<file path="src/rtl/ysyx_23060332_ctrl_pkg.sv">
// Shared definitions for the multi-cycle sequencer: state codes, reset PC and
// PC step, plus a small alignment helper used by the FSM.
package ysyx_23060332_ctrl_pkg;

  typedef logic [2:0] ctrl_state_t;

  localparam ctrl_state_t CTRL_IDLE   = 3'd0;
  localparam ctrl_state_t CTRL_FETCH  = 3'd1;
  localparam ctrl_state_t CTRL_DECODE = 3'd2;
  localparam ctrl_state_t CTRL_EXEC   = 3'd3;
  localparam ctrl_state_t CTRL_MEM    = 3'd4;
  localparam ctrl_state_t CTRL_WB     = 3'd5;
  localparam ctrl_state_t CTRL_HALT   = 3'd6;

  localparam logic [31:0] RESET_PC_DEFAULT = 32'h8000_0000;
  localparam logic [31:0] PC_STEP          = 32'd4;

  // Instructions are word aligned; any low-bit set in a jump target is fatal.
  function automatic logic misaligned(input logic [31:0] addr);
    return addr[1:0] != 2'b00;
  endfunction

endpackage

</file>
<file path="src/rtl/ysyx_23060332_pc_reg.sv">
// Program counter register: async reset to RESET_PC, updated only when load is
// asserted, with the next value chosen between the sequential step and a jump.
module ysyx_23060332_pc_reg
  import ysyx_23060332_ctrl_pkg::*;
#(
  parameter logic [31:0] RESET_PC = RESET_PC_DEFAULT
) (
  input  logic        clk,
  input  logic        rst,
  input  logic        load,
  input  logic        sel_jump,
  input  logic [31:0] jump_addr,
  output logic [31:0] pc
);

  logic [31:0] pc_next;

  // The sequential step wraps naturally modulo 2^32.
  assign pc_next = sel_jump ? jump_addr : pc + PC_STEP;

  always_ff @(posedge clk or posedge rst) begin
    if (rst) begin
      pc <= RESET_PC;
    end else if (load) begin
      pc <= pc_next;
    end
  end

endmodule

</file>
<file path="src/rtl/ysyx_23060332_ctrl.sv">
// Multi-cycle sequencer: steps each instruction through FETCH, DECODE, EXEC,
// optional MEM and WB, owns PC and IR, and halts on ebreak or misaligned jump.
module ysyx_23060332_ctrl
  import ysyx_23060332_ctrl_pkg::*;
#(
  parameter logic [31:0] RESET_PC = RESET_PC_DEFAULT,
  parameter int          CNT_W    = 64
) (
  input  logic             clk,
  input  logic             rst,
  output logic             ifu_req,
  output logic [31:0]      ifu_addr,
  input  logic             ifu_rvalid,
  input  logic [31:0]      ifu_rdata,
  output logic [31:0]      inst_o,
  output logic [31:0]      pc_o,
  input  logic             is_load,
  input  logic             is_store,
  input  logic             is_ebreak,
  input  logic             reg_wen_i,
  input  logic             jump_flag,
  input  logic [31:0]      jump_addr,
  output logic             lsu_req,
  input  logic             lsu_done,
  output logic             rf_we_o,
  output logic             retire_o,
  output logic [CNT_W-1:0] inst_cnt,
  output logic             halt_o,
  output logic             err_o
);

  ctrl_state_t state;
  ctrl_state_t state_next;
  logic        rf_we_q;
  logic        retire_q;
  logic        bad_jump;
  logic        ebreak_retire;

  assign bad_jump      = jump_flag && misaligned(jump_addr);
  assign ebreak_retire = (state == CTRL_DECODE) && is_ebreak;

  always_comb begin
    state_next = state;
    case (state)
      CTRL_IDLE:   state_next = CTRL_FETCH;
      CTRL_FETCH:  if (ifu_rvalid) state_next = CTRL_DECODE;
      CTRL_DECODE: state_next = is_ebreak ? CTRL_HALT : CTRL_EXEC;
      CTRL_EXEC: begin
        if (bad_jump)                 state_next = CTRL_HALT;
        else if (is_load || is_store) state_next = CTRL_MEM;
        else                          state_next = CTRL_WB;
      end
      CTRL_MEM:    if (lsu_done) state_next = CTRL_WB;
      CTRL_WB:     state_next = CTRL_FETCH;
      CTRL_HALT:   state_next = CTRL_HALT;
      default:     state_next = CTRL_HALT;
    endcase
  end

  always_ff @(posedge clk or posedge rst) begin
    if (rst) begin
      state <= CTRL_IDLE;
    end else begin
      state <= state_next;
    end
  end

  always_ff @(posedge clk or posedge rst) begin
    if (rst) begin
      inst_o <= 32'h0;
    end else if ((state == CTRL_FETCH) && ifu_rvalid) begin
      inst_o <= ifu_rdata;
    end
  end

  always_ff @(posedge clk or posedge rst) begin
    if (rst) begin
      halt_o <= 1'b0;
      err_o  <= 1'b0;
    end else begin
      if (ebreak_retire) begin
        halt_o <= 1'b1;
      end
      if ((state == CTRL_EXEC) && bad_jump) begin
        halt_o <= 1'b1;
        err_o  <= 1'b1;
      end
    end
  end

  // Strobes are registered on entry to WB so they never follow an input
  // combinationally; decoder outputs come from inst_o, which is stable from
  // DECODE onward, so sampling them one cycle early gives the WB-time value.
  always_ff @(posedge clk or posedge rst) begin
    if (rst) begin
      rf_we_q  <= 1'b0;
      retire_q <= 1'b0;
    end else begin
      rf_we_q  <= (state_next == CTRL_WB) && reg_wen_i && !is_store;
      retire_q <= (state_next == CTRL_WB) || ebreak_retire;
    end
  end

  always_ff @(posedge clk or posedge rst) begin
    if (rst) begin
      inst_cnt <= '0;
    end else if ((state == CTRL_WB) || ebreak_retire) begin
      inst_cnt <= inst_cnt + CNT_W'(1);
    end
  end

  ysyx_23060332_pc_reg #(
    .RESET_PC(RESET_PC)
  ) u_pc_reg (
    .clk      (clk),
    .rst      (rst),
    .load     (state == CTRL_WB),
    .sel_jump (jump_flag),
    .jump_addr(jump_addr),
    .pc       (pc_o)
  );

  assign ifu_req  = (state == CTRL_FETCH);
  assign lsu_req  = (state == CTRL_MEM);
  assign ifu_addr = pc_o;
  assign rf_we_o  = rf_we_q;
  assign retire_o = retire_q;

endmodule
</file>
<file path="config.mk">
export PLATFORM = sky130hd
export DESIGN_NAME = ysyx_23060332_ctrl
export DESIGN_NICKNAME = d
export VERILOG_FILES = /design/src/rtl/ysyx_23060332_ctrl_pkg.sv /design/src/rtl/ysyx_23060332_pc_reg.sv /design/src/rtl/ysyx_23060332_ctrl.sv
export SDC_FILE = /design/constraint.sdc
export NUM_CORES = 1
export LEC_CHECK = 0
export ABC_AREA = 1
export BUFFER_PORTS_ARGS = -buffer_cell sky130_fd_sc_hd__buf_2
export CAP_MARGIN = 40
export CORE_MARGIN = 8
export CORE_UTILIZATION = 47
export CTS_CLUSTER_DIAMETER = 40
export CTS_CLUSTER_SIZE = 10
export DETAILED_ROUTE_END_ITERATION = 12
export GPL_TIMING_DRIVEN = 0
export MAX_ROUTING_LAYER = met4
export PLACE_DENSITY = 0.85
export SLEW_MARGIN = 10
export SYNTH_ARGS = -nofsm -noshare
export SYNTH_HDL_FRONTEND = slang
export SYNTH_SLANG_ARGS = --single-unit
</file>
<file path="constraint.sdc">
create_clock -name clk -period 4.7 [get_ports clk]
set_input_delay 0.94 -clock clk [delete_from_list [all_inputs] [get_ports clk]]
set_output_delay 0.94 -clock clk [all_outputs]
set_load 0.01 [all_outputs]
</file>
### Yosys cells after proc, flatten, opt, wreduce, memory -nomap -nowiden

Cells that the tools add are included.

* input port bits: 73
* output and inout port bits: 166
* word-level logic and storage cells: 39
* register bits after elaboration: 135

* muxes and demuxes: 9
* equality and inequality tests: 6
* add/subtract/negate cells: 2
* reduce and logical (&&, ||, !) cells: 14

Operators with widths (number)
* $add A64 B1 Y64 const B: 1
* $add A32 B3 Y32 const B: 1
* $mux W32: 1
* $pmux W3 S5: 1
* $eq A3 B3 Y1 const B: 3
* $mux W3: 3
* $eq A3 B2 Y1 const B: 2
* $logic_and A1 B1 Y1: 6
* $reduce_bool A2 Y1: 2
* $eq A3 B1 Y1 const B: 1
* $logic_not A3 Y1: 1
* $logic_or A1 B1 Y1: 3
* $mux W1: 3
* $mux W2: 1
* $reduce_or A2 Y1: 1
* $logic_not A1 Y1: 1

### Longest topological paths before layout

Gate-level depths: netlist of the first run.

* depth in word-level cells: 7
* mapped depth: 10
* mapped depth without buffers: 10

### Modules after synthesis

From an unflattened synthesis of the first run, not the netlist that was laid out.

* cell total of the unflattened synthesis: 996
* area total of the unflattened synthesis: 7746.2 um2

Modules (own cells, without submodules)
* ysyx_23060332_ctrl: times used 1, seq. area each 2577.5 um2, area an instance 5461.5 um2, cells an instance 647
* ysyx_23060332_pc_reg: times used 1, seq. area each 802.0 um2, area an instance 2284.7 um2, cells an instance 349

### Worst setup path before layout of the first run

Ideal clock, no wire load.

* path type: input port to flip-flop
* start: in is_ebreak
* end: reg inst_cnt[51]
* arrival time: 1.713 ns
* stages: 9
* path slack: 2.870 ns
* path buffers: 0
* path through: inv_1 nor2_1 nor2_4 nor2_2 nand2_2 nor2_4 nand2_1 nand2_1 nand2_1

* longest elaborated chain between the ends: 2

RTL lines
* start, declared: line ysyx_23060332_ctrl.sv:19 `input logic is_ebreak,`
* $logic_and A1 B1 Y1: line ysyx_23060332_ctrl.sv:40 `assign ebreak_retire = (state == CTRL_DECODE) && is_ebreak;`
* $logic_or A1 B1 Y1: line ysyx_23060332_ctrl.sv:107 `end else if ((state == CTRL_WB) || ebreak_retire) begin`
* end signal, assigned: line ysyx_23060332_ctrl.sv:108 `inst_cnt <= inst_cnt + CNT_W'(1);`
* end, declared: line ysyx_23060332_ctrl.sv:27 `output logic [CNT_W-1:0] inst_cnt,`

No other way between the ends.
A chain may end at the register's enable or synchronous reset.

### Final worst setup path of the first run

* start: reg state[0]
* end: out lsu_req

* longest elaborated chain between the ends: 1

RTL lines
* start, declared: line ysyx_23060332_ctrl.sv:32 `ctrl_state_t state;`
* start signal, assigned: line ysyx_23060332_ctrl.sv:64 `state <= state_next;`
* $eq A3 B3 Y1: line ysyx_23060332_ctrl.sv:124 `assign lsu_req = (state == CTRL_MEM);`
* end, declared: line ysyx_23060332_ctrl.sv:23 `output logic lsu_req,`

No other way between the ends.

==> metrics.txt, run 1 <==
# TYPE chip_impl_metric gauge
chip_impl_metric{name="grt_usage",unit=""} 0.235
chip_impl_metric{name="io-pin-count",unit=""} 239
chip_impl_info{name="most_common_cell_after_layout_fill_and_taps_aside",value="sky130_fd_sc_hd__nand2_1"} 1
chip_impl_metric{name="drc_errors",unit=""} 0
chip_impl_metric{name="post_synthesis_net_count",unit=""} 1097
chip_impl_info{name="clock_tree_from_tritoncts",value="done"} 1
chip_impl_metric{name="syn2layout_area_growth",unit="%"} 26.7
chip_impl_metric{name="clk_latency",unit="ns"} 0.42
chip_impl_metric{name="place.gp.congestion",unit=""} 0.971
chip_impl_metric{name="timing_worst_slew_pin_value",unit="ns"} 0.643
chip_impl_info{name="hold_class",value="flip-flop to flip-flop"} 1
chip_impl_metric{name="grt_pass1_vias",unit=""} 7936
chip_impl_metric{name="avgViaCountPerCell",unit=""} 5.14
chip_impl_metric{name="internal_power",unit="mW"} 2.11
chip_impl_info{name="worstSetupPathType",value="flip-flop to primary output"} 1
chip_impl_metric{name="postSynthAreaPerCell",unit="um^2"} 7.74
chip_impl_metric{name="report.final.slew_viol_count",unit=""} 0
chip_impl_metric{name="total_overflow_reported_by_the_global_router",unit=""} 0
chip_impl_metric{name="final_cell_area",unit="mm^2"} 0.0100
chip_impl_metric{name="global_route_wire_length_before_repair",unit="mm"} 39.7
chip_impl_metric{name="p_leak",unit="nW"} 5.31
chip_impl_metric{name="ctsResizeCount",unit=""} 0
chip_impl_metric{name="die_area",unit="mm^2"} 0.0212
chip_impl_metric{name="dp_hpwl",unit="mm"} 18.5
chip_impl_metric{name="critical_path_arrival",unit="ns"} 1.43
chip_impl_metric{name="detail-route-antenna-nets",unit=""} 0
chip_impl_metric{name="postPlaceCellArea",unit="mm^2"} 0.00941
chip_impl_metric{name="netSwitchingPower",unit="uW"} 602
chip_impl_info{name="outcome",value="finished clean"} 1
chip_impl_metric{name="timing.clock.skew",unit="ns"} 0.00957
chip_impl_metric{name="layout-drive-gt1-share",unit=""} 0.295
chip_impl_metric{name="final_hold_viol_count",unit=""} 0
chip_impl_metric{name="routed_wirelength",unit="mm"} 24.1
chip_impl_metric{name="clk_pin_slew",unit="ns"} 0.06
chip_impl_info{name="most-common-layout-cells",value="sky130_fd_sc_hd__nand2_1, sky130_fd_sc_hd__buf_2, sky130_fd_sc_hd__nor2_1"} 1
chip_impl_metric{name="utilization",unit=""} 0.607
chip_impl_info{name="endpoint_kind",value="primary output"} 1
chip_impl_metric{name="initialDrtViolationCount",unit=""} 655
chip_impl_metric{name="power_switching_share",unit=""} 0.222
chip_impl_metric{name="finalCriticalPeriod",unit="ns"} 2.37
chip_impl_metric{name="cts_num_sinks",unit=""} 135
chip_impl_metric{name="cts_buffers",unit=""} 17
chip_impl_info{name="cts_root_buffer",value="sky130_fd_sc_hd__clkbuf_16"} 1
chip_impl_metric{name="synthCells",unit=""} 1022
chip_impl_metric{name="final_number_of_setup_violating_endpoints",unit=""} 0
chip_impl_metric{name="final_min_period_over_clock_period",unit=""} 0.504
chip_impl_info{name="grt_setup_unrepaired",value="false"} 1
chip_impl_metric{name="wl_per_cell",unit="um"} 15.9
chip_impl_metric{name="final_nets",unit=""} 1355
chip_impl_metric{name="synth-warning-count",unit=""} 0
chip_impl_metric{name="async_flop_share",unit=""} 1.00
chip_impl_metric{name="cap_viol_max_count",unit=""} 0
chip_impl_metric{name="timing.fmax",unit="MHz"} 422
chip_impl_metric{name="fp-row-count",unit=""} 47
chip_impl_metric{name="placeableCoreArea",unit="mm^2"} 0.0165
chip_impl_metric{name="synth.ff_latch_count",unit=""} 135
chip_impl_metric{name="diodes",unit=""} 0
chip_impl_metric{name="start_util",unit=""} 0.479
chip_impl_metric{name="critical_path_required",unit="ns"} 3.76
chip_impl_metric{name="synth_enable_flop_cells",unit=""} 0
chip_impl_metric{name="number_of_iterations_in_the_first_detailed_routing_pass",unit=""} 5
chip_impl_metric{name="power_per_cell_area",unit="mW/mm^2"} 270
chip_impl_metric{name="portBuffers",unit=""} 238
chip_impl_metric{name="die_width",unit="um"} 146
chip_impl_metric{name="max_slew_margin",unit=""} 0.571
chip_impl_metric{name="hold_buffers",unit=""} 0
chip_impl_metric{name="num_vias",unit=""} 7783
chip_impl_metric{name="p_comb_frac",unit=""} 0.048
chip_impl_metric{name="p_clk_frac",unit=""} 0.513
chip_impl_metric{name="syn_area",unit="mm^2"} 0.00792
chip_impl_info{name="critPathLaunchType",value="flip-flop"} 1
chip_impl_metric{name="cts.repair_timing.setup_buffer_count",unit=""} 0
chip_impl_metric{name="grt_antenna_before_repair",unit=""} 0
chip_impl_metric{name="power.sequential.fraction",unit=""} 0.439
chip_impl_info{name="most_used_dff_post_synth",value="sky130_fd_sc_hd__dfrtp_1"} 1
chip_impl_metric{name="number_of_levels_in_the_clock_h_tree",unit=""} 4
chip_impl_metric{name="cts.path.max_buffers",unit=""} 2
chip_impl_metric{name="critical_path_peak_fanout",unit=""} 4
chip_impl_metric{name="grt_max_degree",unit=""} 70
chip_impl_metric{name="ir_worst_vdd",unit="mV"} 0.241
chip_impl_metric{name="synth_seq_area_share",unit=""} 0.427
chip_impl_metric{name="yosys.cell_types.count",unit=""} 40
chip_impl_metric{name="die_height",unit="um"} 146
[per-stage QoR]
step	hold slack, ns	total power [mW]	setup TNS (ns)	setup WS [ns]	cells
after global routing	0.492	2.79	0	2.21	1513
after detailed placement	0.465	1.34	0	2.41	1481
after CTS	0.477	2.73	0	2.30	1513
final	0.477	2.71	0	2.33	1513
after floorplan	0.492	1.27	0	0.151	1022
after global placement	0.442	1.34	-202.03	-1.52	1480
[logic make-up after synthesis]
group / after synthesis / synth area share
XOR/XNOR: 39 / 0.0432
adder cells (fa/ha/maj): 2 / 0.00316
AND/OR/NAND/NOR: 626 / 0.344
buffers and inverters: 139 / 0.0862
AO/OA/AOI/OAI: 49 / 0.0378
flip-flops: 135 / 0.427
multiplexers: 32 / 0.0593
[area by class of cell]
cell class	count	area [um^2]
fill	1462	6490
multi-input combinational	748	3850
sequential	135	3380
timing repair buffer	239	1220
clock buffer	21	470
inverter	92	350
buffer	47	337
tap	220	275
clock inverter	11	146
[synthesized netlist by cell type, drive strengths merged, types with 3 or more instances]
master	instances	area (um^2)
a211oi	4	30.0
a21oi	5	25.0
a22oi	5	37.5
buf	42	318
clkbuf	5	18.8
dfrtp	134	3350
inv	92	345
mux2	32	469
nand2	324	1240
nand3	68	368
nand3b	9	67.6
nand4	28	175
nor2	177	754
nor3	15	86.3
o21ai	25	125
o22ai	4	25.0
or2	3	18.8
xnor2	24	210
xor2	15	131
[path summary, 6_finish.rpt]
kind                           endpoint         from  slack, ns  depth (start not counted)
max                             lsu_req     state[0]       2.33                          4
min                              halt_o       halt_o       0.48                          2
max reg2reg                inst_cnt[62]  inst_cnt[0]       2.72                         10
min reg2reg                      halt_o       halt_o       0.48                          2
max in group asynchronous  inst_cnt[15]          rst       3.30                          3
min in group asynchronous    inst_o[30]          rst       0.62                          2
[registers in the layout, summed over array words and instances (netlist names)]
name	cells
halt_o	1
retire_o	1
u_pc_reg.pc	32
inst_cnt	64
err_o	1
state	3
rf_we_o	1
inst_o	32
[metal layers]
metal | global-route usage | part of all wire
met3 | 0.0578 | 0.076
met1 | 0.260 | 0.39
met2 | 0.400 | 0.50
met5 | - | 0
met4 | 0.0916 | 0.029
[power by group through the flow]
stage / clock network, mW / registers (mW) / logic [mW]
finish: 1.39 / 1.19 / 0.129
global route: 1.46 / 1.19 / 0.146
CTS: 1.41 / 1.19 / 0.132
detailed placement: 0 / 1.21 / 0.131
global placement: 0 / 1.21 / 0.125
floorplan: 0 / 1.21 / 0.0590
[worst max-delay path, stage by stage, from the launching register on]
cell,delay (ns)
sky130_fd_sc_hd__dfrtp_1,0.46
sky130_fd_sc_hd__inv_2,0.14
sky130_fd_sc_hd__nand2_1,0.08
sky130_fd_sc_hd__nor2_1,0.17
sky130_fd_sc_hd__buf_2,0.17
No activity file was read; power rests on OpenSTA's default activity.
==> run 2, diff against run 1 <==
--- a/config.mk
+++ b/config.mk
@@ -5,11 +5,11 @@
 export SDC_FILE = /design/constraint.sdc
 export NUM_CORES = 1
 export LEC_CHECK = 0
-export ABC_AREA = 1
+export ABC_AREA = 0
 export BUFFER_PORTS_ARGS = -buffer_cell sky130_fd_sc_hd__buf_2
 export CAP_MARGIN = 40
 export CORE_MARGIN = 8
-export CORE_UTILIZATION = 47
+export CORE_UTILIZATION = 46
 export CTS_CLUSTER_DIAMETER = 40
 export CTS_CLUSTER_SIZE = 10
 export DETAILED_ROUTE_END_ITERATION = 12
==> constraint.sdc (replaced) <==
create_clock -name clk -period 2.05 [get_ports clk]
set_input_delay 0.41 -clock clk [delete_from_list [all_inputs] [get_ports clk]]
set_output_delay 0.41 -clock clk [all_outputs]
set_load 0.01 [all_outputs]
==> run 2 against run 1 <==
The flow now finishes with violations (setup timing); global-route usage fell by 0.80 points; clock skew up 0.0019 ns; via count fell by 17%; register-to-register slack worse by 2.8 ns; critical path type is now flip-flop to flip-flop; critical endpoint is now inst_cnt[53]; largest cell class unchanged; highest routed layer unchanged.
==> metrics.txt, run 2 <==
# TYPE chip_impl_metric gauge
chip_impl_info{name="outcome",value="finished, violations left"} 1
chip_impl_info{name="violations_in_the_final_reports",value="setup timing"} 1
chip_impl_metric{name="drc_errors",unit=""} 0
chip_impl_metric{name="finish.cell_count_without_fillers",unit=""} 1149
chip_impl_metric{name="synth_seq_area_share",unit=""} 0.493
chip_impl_metric{name="start_util",unit=""} 0.472
chip_impl_metric{name="synth.ff_latch_count",unit=""} 135
chip_impl_metric{name="utilization",unit=""} 0.674
chip_impl_metric{name="final_cell_area",unit="mm^2"} 0.00979
chip_impl_info{name="most_common_cell_after_layout_fill_and_taps_aside",value="sky130_fd_sc_hd__buf_2"} 1
chip_impl_info{name="yosysMostFrequentCell",value="sky130_fd_sc_hd__dfrtp_1"} 1
chip_impl_metric{name="synth-warning-count",unit=""} 0
chip_impl_metric{name="timing.fmax",unit="MHz"} 469
chip_impl_metric{name="portBuffers",unit=""} 237
chip_impl_metric{name="cts_buffers",unit=""} 17
chip_impl_metric{name="report.final.slew_viol_count",unit=""} 0
chip_impl_metric{name="grt_max_degree",unit=""} 39
chip_impl_metric{name="p_leak",unit="nW"} 5.14
chip_impl_metric{name="ir_worst_vdd",unit="mV"} 0.577
chip_impl_metric{name="synth_enable_flop_cells",unit=""} 0
chip_impl_info{name="yosys-top-cells-area",value="sky130_fd_sc_hd__dfrtp_1, sky130_fd_sc_hd__mux2_2, sky130_fd_sc_hd__xor2_1"} 1
chip_impl_metric{name="postPlaceCellArea",unit="mm^2"} 0.00839
chip_impl_info{name="synth.largest_area_cell",value="sky130_fd_sc_hd__dfrtp_1"} 1
chip_impl_metric{name="max_slew_margin",unit=""} 0.553
chip_impl_metric{name="diodes",unit=""} 0
chip_impl_metric{name="power_per_cell_area",unit="mW/mm^2"} 1130
chip_impl_metric{name="area_occupied_by_multi_input_gates",unit="mm^2"} 0.00345
chip_impl_metric{name="critical_path_peak_fanout",unit=""} 5
chip_impl_metric{name="wl_per_cell",unit="um"} 20.0
chip_impl_metric{name="hold_buffers",unit=""} 0
chip_impl_info{name="cts_root_buffer",value="sky130_fd_sc_hd__clkbuf_16"} 1
chip_impl_metric{name="seq_area",unit="mm^2"} 0.00340
chip_impl_metric{name="layout-drive-gt1-share",unit=""} 0.498
chip_impl_info{name="most-common-layout-cells",value="sky130_fd_sc_hd__buf_2, sky130_fd_sc_hd__dfrtp_1, sky130_fd_sc_hd__buf_4"} 1
chip_impl_info{name="worstSetupPathType",value="flip-flop to flip-flop"} 1
chip_impl_metric{name="clk_pin_slew",unit="ns"} 0.06
chip_impl_metric{name="placed_cells_incl_taps",unit=""} 1074
chip_impl_metric{name="syn2layout_area_growth",unit="%"} 42.8
chip_impl_metric{name="cts.path.max_buffers",unit=""} 2
chip_impl_metric{name="finalCriticalPeriod",unit="ns"} 2.13
chip_impl_info{name="grt_setup_unrepaired",value="true"} 1
chip_impl_metric{name="grt_antenna_before_repair",unit=""} 0
chip_impl_info{name="synth_cell_count_leaders",value="sky130_fd_sc_hd__dfrtp_1, sky130_fd_sc_hd__nand2_1, sky130_fd_sc_hd__nor2_1, sky130_fd_sc_hd__mux2_2, sky130_fd_sc_hd__nand3_1"} 1
chip_impl_metric{name="timing.clock.skew",unit="ns"} 0.0115
chip_impl_metric{name="io-pin-count",unit=""} 239
chip_impl_metric{name="grt_pass1_vias",unit=""} 6728
chip_impl_metric{name="global_route_wire_length_before_repair",unit="mm"} 34.9
chip_impl_metric{name="number_of_iterations_in_the_first_detailed_routing_pass",unit=""} 5
chip_impl_metric{name="die_height",unit="um"} 138
chip_impl_metric{name="total_overflow_reported_by_the_global_router",unit=""} 0
chip_impl_metric{name="syn_area",unit="mm^2"} 0.00686
chip_impl_metric{name="detail-route-antenna-nets",unit=""} 0
chip_impl_info{name="max_flop_register",value="inst_cnt"} 1
chip_impl_metric{name="number_of_levels_in_the_clock_h_tree",unit=""} 4
chip_impl_metric{name="routed_wirelength",unit="mm"} 23.0
chip_impl_metric{name="die_width",unit="um"} 138
chip_impl_info{name="endpoint_kind",value="flip-flop"} 1
chip_impl_metric{name="yosys.cell_types.count",unit=""} 58
chip_impl_info{name="most_used_dff_post_synth",value="sky130_fd_sc_hd__dfrtp_1"} 1
chip_impl_metric{name="largest_register_ff_count",unit=""} 64
chip_impl_metric{name="final_nets",unit=""} 1027
chip_impl_metric{name="cap_viol_max_count",unit=""} 0
chip_impl_metric{name="placeableCoreArea",unit="mm^2"} 0.0145
chip_impl_metric{name="clk_latency",unit="ns"} 0.41
chip_impl_metric{name="grt_usage",unit=""} 0.227
chip_impl_info{name="hold_class",value="primary input to async pin"} 1
chip_impl_metric{name="synthCells",unit=""} 648
chip_impl_metric{name="die_area",unit="mm^2"} 0.0191
chip_impl_metric{name="power",unit="mW"} 11.1
chip_impl_metric{name="final_hold_viol_count",unit=""} 0
chip_impl_metric{name="final.fill_count",unit=""} 1060
chip_impl_metric{name="post_synthesis_net_count",unit=""} 723
chip_impl_info{name="reg.largest.list",value="inst_cnt x64, inst_o x32, u_pc_reg.pc x32"} 1
chip_impl_metric{name="place.gp.congestion",unit=""} 0.885
chip_impl_metric{name="synth_top_cell_area_share",unit=""} 0.489
chip_impl_info{name="critPathLaunchType",value="flip-flop"} 1
chip_impl_metric{name="timing_worst_slew_pin_value",unit="ns"} 0.670
chip_impl_metric{name="initialDrtViolationCount",unit=""} 478
chip_impl_metric{name="critical_path_required",unit="ns"} 2.37
chip_impl_metric{name="async_flop_share",unit=""} 1.00
chip_impl_metric{name="fp-row-count",unit=""} 44
chip_impl_metric{name="dp_hpwl",unit="mm"} 15.4
chip_impl_metric{name="final_number_of_setup_violating_endpoints",unit=""} 12
chip_impl_info{name="clock_tree_from_tritoncts",value="done"} 1
chip_impl_metric{name="final_min_period_over_clock_period",unit=""} 1.04
chip_impl_metric{name="postSynthAreaPerCell",unit="um^2"} 10.6
chip_impl_metric{name="num_vias",unit=""} 6494
chip_impl_metric{name="cts_num_sinks",unit=""} 135
chip_impl_metric{name="avgViaCountPerCell",unit=""} 5.65
chip_impl_metric{name="post-route-worst-setup-slack",unit="ns"} -0.0825
chip_impl_metric{name="critical_path_arrival",unit="ns"} 2.46
## run 2: cell count changes in the layout (fill, tap and decap cells not counted), moves of 13 or more
cell	previous run	this run
sky130_fd_sc_hd__dfrtp_1	134	116
sky130_fd_sc_hd__nor2_1	161	31
sky130_fd_sc_hd__mux2_2	3	36
sky130_fd_sc_hd__nand3_1	64	33
sky130_fd_sc_hd__inv_1	87	14
sky130_fd_sc_hd__mux2_4	29	0
sky130_fd_sc_hd__dfrtp_2	0	18
sky130_fd_sc_hd__and3_1	0	15
sky130_fd_sc_hd__xor2_1	15	34
sky130_fd_sc_hd__nand2_1	318	48
sky130_fd_sc_hd__buf_4	33	75
sky130_fd_sc_hd__nor3_4	1	14
## run 2: logic make-up (layout without fill, tap and decap cells)
group / count (synthesis) / after routing / synth area share
and+or+nand+nor: 246 / 246 / 0.207
DFF: 135 / 135 / 0.493
AOI/OAI and AO/OA: 85 / 85 / 0.0850
buffers and inverters: 76 / 393 / 0.0642
xor gates and xnor gates: 63 / 63 / 0.0805
muxes: 41 / 41 / 0.0664
adders and majority gates: 2 / 2 / 0.00365
## run 2: critical path, cell delays in order, from the launching register on
cell	delay [ns]
sky130_fd_sc_hd__dfrtp_2	0.43
sky130_fd_sc_hd__and4bb_2	0.36
sky130_fd_sc_hd__o2111ai_4	0.16
sky130_fd_sc_hd__or3_4	0.39
sky130_fd_sc_hd__buf_4	0.20
sky130_fd_sc_hd__nor4_2	0.35
sky130_fd_sc_hd__xnor2_1	0.16
## run 2: per-layer routing
layer  part of all wire  GRT usage
met4              0.028     0.0761
met5                  0          -
met2               0.51      0.372
met3              0.099     0.0723
met1               0.37      0.258
## run 2: layout make-up
type                       count  area share
timing repair buffer         288       0.170
tap                          184      0.0235
multi-input combinational    437       0.352
inverter                      15     0.00613
clock buffer                  21      0.0460
clock inverter                11      0.0103
sequential                   135       0.347
buffer                        58      0.0450
## run 2: report_power, final
part	switching, mW	internal, mW	leakage [nW]	total, mW
clock	1.15	1.70	0.271	2.85
combinational	2.02	2.08	3.18	4.09
sequential	0.752	3.38	1.69	4.13
total	3.92	7.15	5.14	11.1
## run 2: path summary, 6_finish.rpt
kind                              start         endpoint  slack [ns]  cells past startpoint
hold reg to reg                   err_o            err_o        0.46                      1
hold / removal                      rst  u_pc_reg.pc[23]       0.008                      2
setup / recovery               state[2]     inst_cnt[53]       -0.08                      6
max in group asynchronous           rst     inst_cnt[37]        1.27                      4
min in group clk           jump_addr[1]   u_pc_reg.pc[1]        0.22                      3
setup reg to reg               state[2]     inst_cnt[53]       -0.08                      6
## run 2: per-stage QoR
stage	setup TNS [ns]	hold slack (ns)	worst slack, ns
global placement	-141.07	0.450	-0.937
CTS	-2.57	0.00343	-0.130
finish	-0.313	0.00826	-0.0825
detailed placement	-16.43	0.440	-0.559
floorplan	-5.15	0.503	-0.0383
global route	-2.62	0.0273	-0.157
## run 2: repair_timing
action	CTS	global route
gates cloned	2	1
buffers inserted	17	26
pin swaps	22	51
resized for setup	39	88
setup endpoints to repair	99	96
==> run 3, diff against run 2 <==
--- a/config.mk
+++ b/config.mk
@@ -8,12 +8,10 @@
 export ABC_AREA = 0
 export BUFFER_PORTS_ARGS = -buffer_cell sky130_fd_sc_hd__buf_2
 export CAP_MARGIN = 40
-export CORE_MARGIN = 8
 export CORE_UTILIZATION = 46
 export CTS_CLUSTER_DIAMETER = 40
 export CTS_CLUSTER_SIZE = 10
 export DETAILED_ROUTE_END_ITERATION = 12
-export GPL_TIMING_DRIVEN = 0
 export MAX_ROUTING_LAYER = met4
 export PLACE_DENSITY = 0.85
 export SLEW_MARGIN = 10
==> run 3 against run 2 <==
The run now ends clean; wire length fell by 21%; combinational power fell by 5.9%; critical endpoint is now inst_cnt[58]; critical path depth rose by 1; sequential power fell by 5.8%; final cell count fell by 4.4%; count of clock-buffer cells in the layout fell by 3.
==> metrics.txt, run 3 (synthesized netlist as in run 2, its figures left out) <==
# TYPE chip_impl_metric gauge
chip_impl_info{name="outcome",value="finished clean"} 1
chip_impl_metric{name="grt_pass1_vias",unit=""} 5474
chip_impl_info{name="timing.hold.worst.start",value="jump_addr[0]"} 1
chip_impl_metric{name="die_area",unit="mm^2"} 0.0154
chip_impl_metric{name="worstRegToRegCells",unit=""} 7
chip_impl_info{name="most-common-layout-cells",value="sky130_fd_sc_hd__buf_2, sky130_fd_sc_hd__dfrtp_1, sky130_fd_sc_hd__buf_4"} 1
chip_impl_info{name="clock_tree_from_tritoncts",value="done"} 1
chip_impl_info{name="endpoint_kind",value="flip-flop"} 1
chip_impl_metric{name="critical_path_peak_fanout",unit=""} 16
chip_impl_info{name="crit-reg2reg-capture",value="inst_cnt[58]"} 1
chip_impl_metric{name="num_vias",unit=""} 6023
chip_impl_metric{name="hold_depth",unit=""} 3
chip_impl_metric{name="timing.fmax",unit="MHz"} 502
chip_impl_metric{name="report.final.slew_viol_count",unit=""} 0
chip_impl_metric{name="die_width",unit="um"} 124
chip_impl_metric{name="portBuffers",unit=""} 238
chip_impl_info{name="crit_chain",value="buf_4 -> nand4bb_1 -> a211oi_2 -> nand4_1 -> buf_4 -> nor3_1 -> xor2_1"} 1
chip_impl_metric{name="grt_max_degree",unit=""} 55
chip_impl_info{name="grt_setup_unrepaired",value="true"} 1
chip_impl_metric{name="fp-row-count",unit=""} 44
chip_impl_metric{name="layout-drive-gt1-share",unit=""} 0.439
chip_impl_info{name="cts_root_buffer",value="sky130_fd_sc_hd__clkbuf_16"} 1
chip_impl_metric{name="syn2layout_area_growth",unit="%"} 32.5
chip_impl_metric{name="clk_pin_slew",unit="ns"} 0.06
chip_impl_metric{name="diodes",unit=""} 0
chip_impl_metric{name="routed_wirelength",unit="mm"} 18.2
chip_impl_metric{name="finalCriticalPeriod",unit="ns"} 1.99
chip_impl_metric{name="cts_buffers",unit=""} 17
chip_impl_metric{name="place.gp.congestion",unit=""} 0.862
chip_impl_metric{name="power_per_cell_area",unit="mW/mm^2"} 1190
chip_impl_info{name="reg.largest.list",value="inst_cnt x64, inst_o x32, u_pc_reg.pc x32"} 1
chip_impl_info{name="worst_path_max_delay_cell",value="sky130_fd_sc_hd__dfrtp_1"} 1
chip_impl_metric{name="clk_latency",unit="ns"} 0.42
chip_impl_metric{name="grt_usage",unit=""} 0.242
chip_impl_metric{name="die_height",unit="um"} 124
chip_impl_metric{name="cts_num_sinks",unit=""} 135
chip_impl_metric{name="global_route_wire_length_before_repair",unit="mm"} 27.6
chip_impl_metric{name="start_util",unit=""} 0.472
chip_impl_metric{name="critical_path_arrival",unit="ns"} 2.33
chip_impl_info{name="hold_class",value="primary input to flip-flop"} 1
chip_impl_metric{name="worstPathBufferInverterCount",unit=""} 2
chip_impl_metric{name="worstSetupPathDepth",unit=""} 7
chip_impl_metric{name="number_of_levels_in_the_clock_h_tree",unit=""} 4
chip_impl_info{name="worstSetupPathType",value="flip-flop to flip-flop"} 1
chip_impl_metric{name="reg2reg_slack",unit="ns"} 0.06
chip_impl_metric{name="power",unit="mW"} 10.8
chip_impl_metric{name="io-pin-count",unit=""} 239
chip_impl_metric{name="final_min_period_over_clock_period",unit=""} 0.972
chip_impl_metric{name="grt_antenna_before_repair",unit=""} 0
chip_impl_metric{name="final_number_of_setup_violating_endpoints",unit=""} 0
chip_impl_metric{name="dp_hpwl",unit="mm"} 13.0
chip_impl_info{name="timing.rr.start",value="state[0]"} 1
chip_impl_metric{name="cap_viol_max_count",unit=""} 0
chip_impl_info{name="worst_path_dominant_cell_family",value="simple AND/OR/NAND/NOR gates"} 1
chip_impl_metric{name="timing_worst_slew_pin_value",unit="ns"} 0.748
chip_impl_metric{name="placeableCoreArea",unit="mm^2"} 0.0145
chip_impl_metric{name="wl_per_cell",unit="um"} 16.6
chip_impl_info{name="most_common_cell_after_layout_fill_and_taps_aside",value="sky130_fd_sc_hd__buf_2"} 1
chip_impl_metric{name="critical_path_required",unit="ns"} 2.39
chip_impl_metric{name="timing.setup.tns",unit="ns"} 0
chip_impl_metric{name="p_leak",unit="nW"} 4.64
chip_impl_metric{name="critical_path.max_stage_delay",unit="ns"} 0.40
chip_impl_metric{name="detail-route-antenna-nets",unit=""} 0
chip_impl_metric{name="largest_register_ff_count",unit=""} 64
chip_impl_info{name="most_frequent_cell_on_the_critical_path",value="sky130_fd_sc_hd__buf_4"} 1
chip_impl_metric{name="final_hold_viol_count",unit=""} 0
chip_impl_metric{name="number_of_iterations_in_the_first_detailed_routing_pass",unit=""} 4
chip_impl_metric{name="final_nets",unit=""} 977
chip_impl_metric{name="total_overflow_reported_by_the_global_router",unit=""} 0
chip_impl_info{name="critPathLaunchType",value="flip-flop"} 1
chip_impl_metric{name="max_slew_margin",unit=""} 0.499
chip_impl_metric{name="avgViaCountPerCell",unit=""} 5.48
chip_impl_metric{name="ir_worst_vdd",unit="mV"} 0.559
chip_impl_metric{name="timing.clock.skew",unit="ns"} 0.00749
chip_impl_metric{name="drc_errors",unit=""} 0
chip_impl_metric{name="cts.path.max_buffers",unit=""} 2
chip_impl_metric{name="initialDrtViolationCount",unit=""} 373
chip_impl_info{name="max_flop_register",value="inst_cnt"} 1
chip_impl_info{name="min_delay_worst_endpoint",value="u_pc_reg.pc[0]"} 1
run 3: cell count changes in the layout (fill, tap and decap cells not counted), sizes merged:
cell,delta
clkbuf,-16
bufinv,+1
dlygate4sd3,+1
buf,-38
inv,+6
clkinv,-6
clkinvlp,+2
run 3: what timing repair did:
item                                    in CTS  in global routing
endpoints found under the setup margin       1                 15
hold buffers                                 1                  0
buffers inserted                             0                  3
endpoints found under the hold margin        7                  0
resized for setup                            2                  8
pin swaps                                    0                  6
run 3: power by group:
part | switching (mW) | internal (mW)
Combinational | 2.04 | 1.81
Sequential | 0.539 | 3.35
Clock | 1.24 | 1.86
run 3: area by class of cell:
cell class | instances | area (um^2)
clock buffer | 18 | 439
clock inverter | 14 | 163
fill | 1125 | 5450
inverter | 15 | 60.1
multi-input combinational | 437 | 3120
sequential | 135 | 3380
tap | 184 | 230
timing repair buffer | 296 | 1690
run 3: worst max-delay path by stage:
stage / start / end
2_1_floorplan: rst / err_o
3_3_place_gp: is_ebreak / inst_cnt[59]
3_5_place_dp: is_ebreak / inst_cnt[61]
4_1_cts: state[2] / inst_cnt[59]
5_1_grt: state[0] / inst_cnt[58]
6_report: state[0] / inst_cnt[58]
run 3: worst min-delay path, cell delays in order:
cell and delay, ns:
sky130_fd_sc_hd__buf_2 0.09, sky130_fd_sc_hd__nand2_1 0.04, sky130_fd_sc_hd__nand2_1 0.05
run 3: metrics by stage:
| step | util | hold WS, ns | cell area (um^2) | instances | setup slack, ns |
|---|---|---|---|---|---|
| 6_report | 0.625 | 0.207 | 9090 | 1099 | 0.0577 |
| 3_5_place_dp | 0.577 | 0.376 | 8390 | 1063 | 0.0333 |
| 5_1_grt | 0.625 | 0.208 | 9090 | 1099 | -0.00601 |
| 4_1_cts | 0.620 | 0.185 | 9010 | 1096 | 0.0208 |
| 3_3_place_gp | 0.577 | 0.375 | 8390 | 1063 | 0.0731 |
| 2_1_floorplan | - | 0.503 | 6890 | 648 | -0.0383 |
run 3: per-layer routing:
| layer | GRT usage | share of wire |
|---|---|---|
| met2 | 0.399 | 0.50 |
| met3 | 0.0664 | 0.075 |
| met5 | - | 0 |
| met4 | 0.0833 | 0.016 |
| met1 | 0.284 | 0.40 |
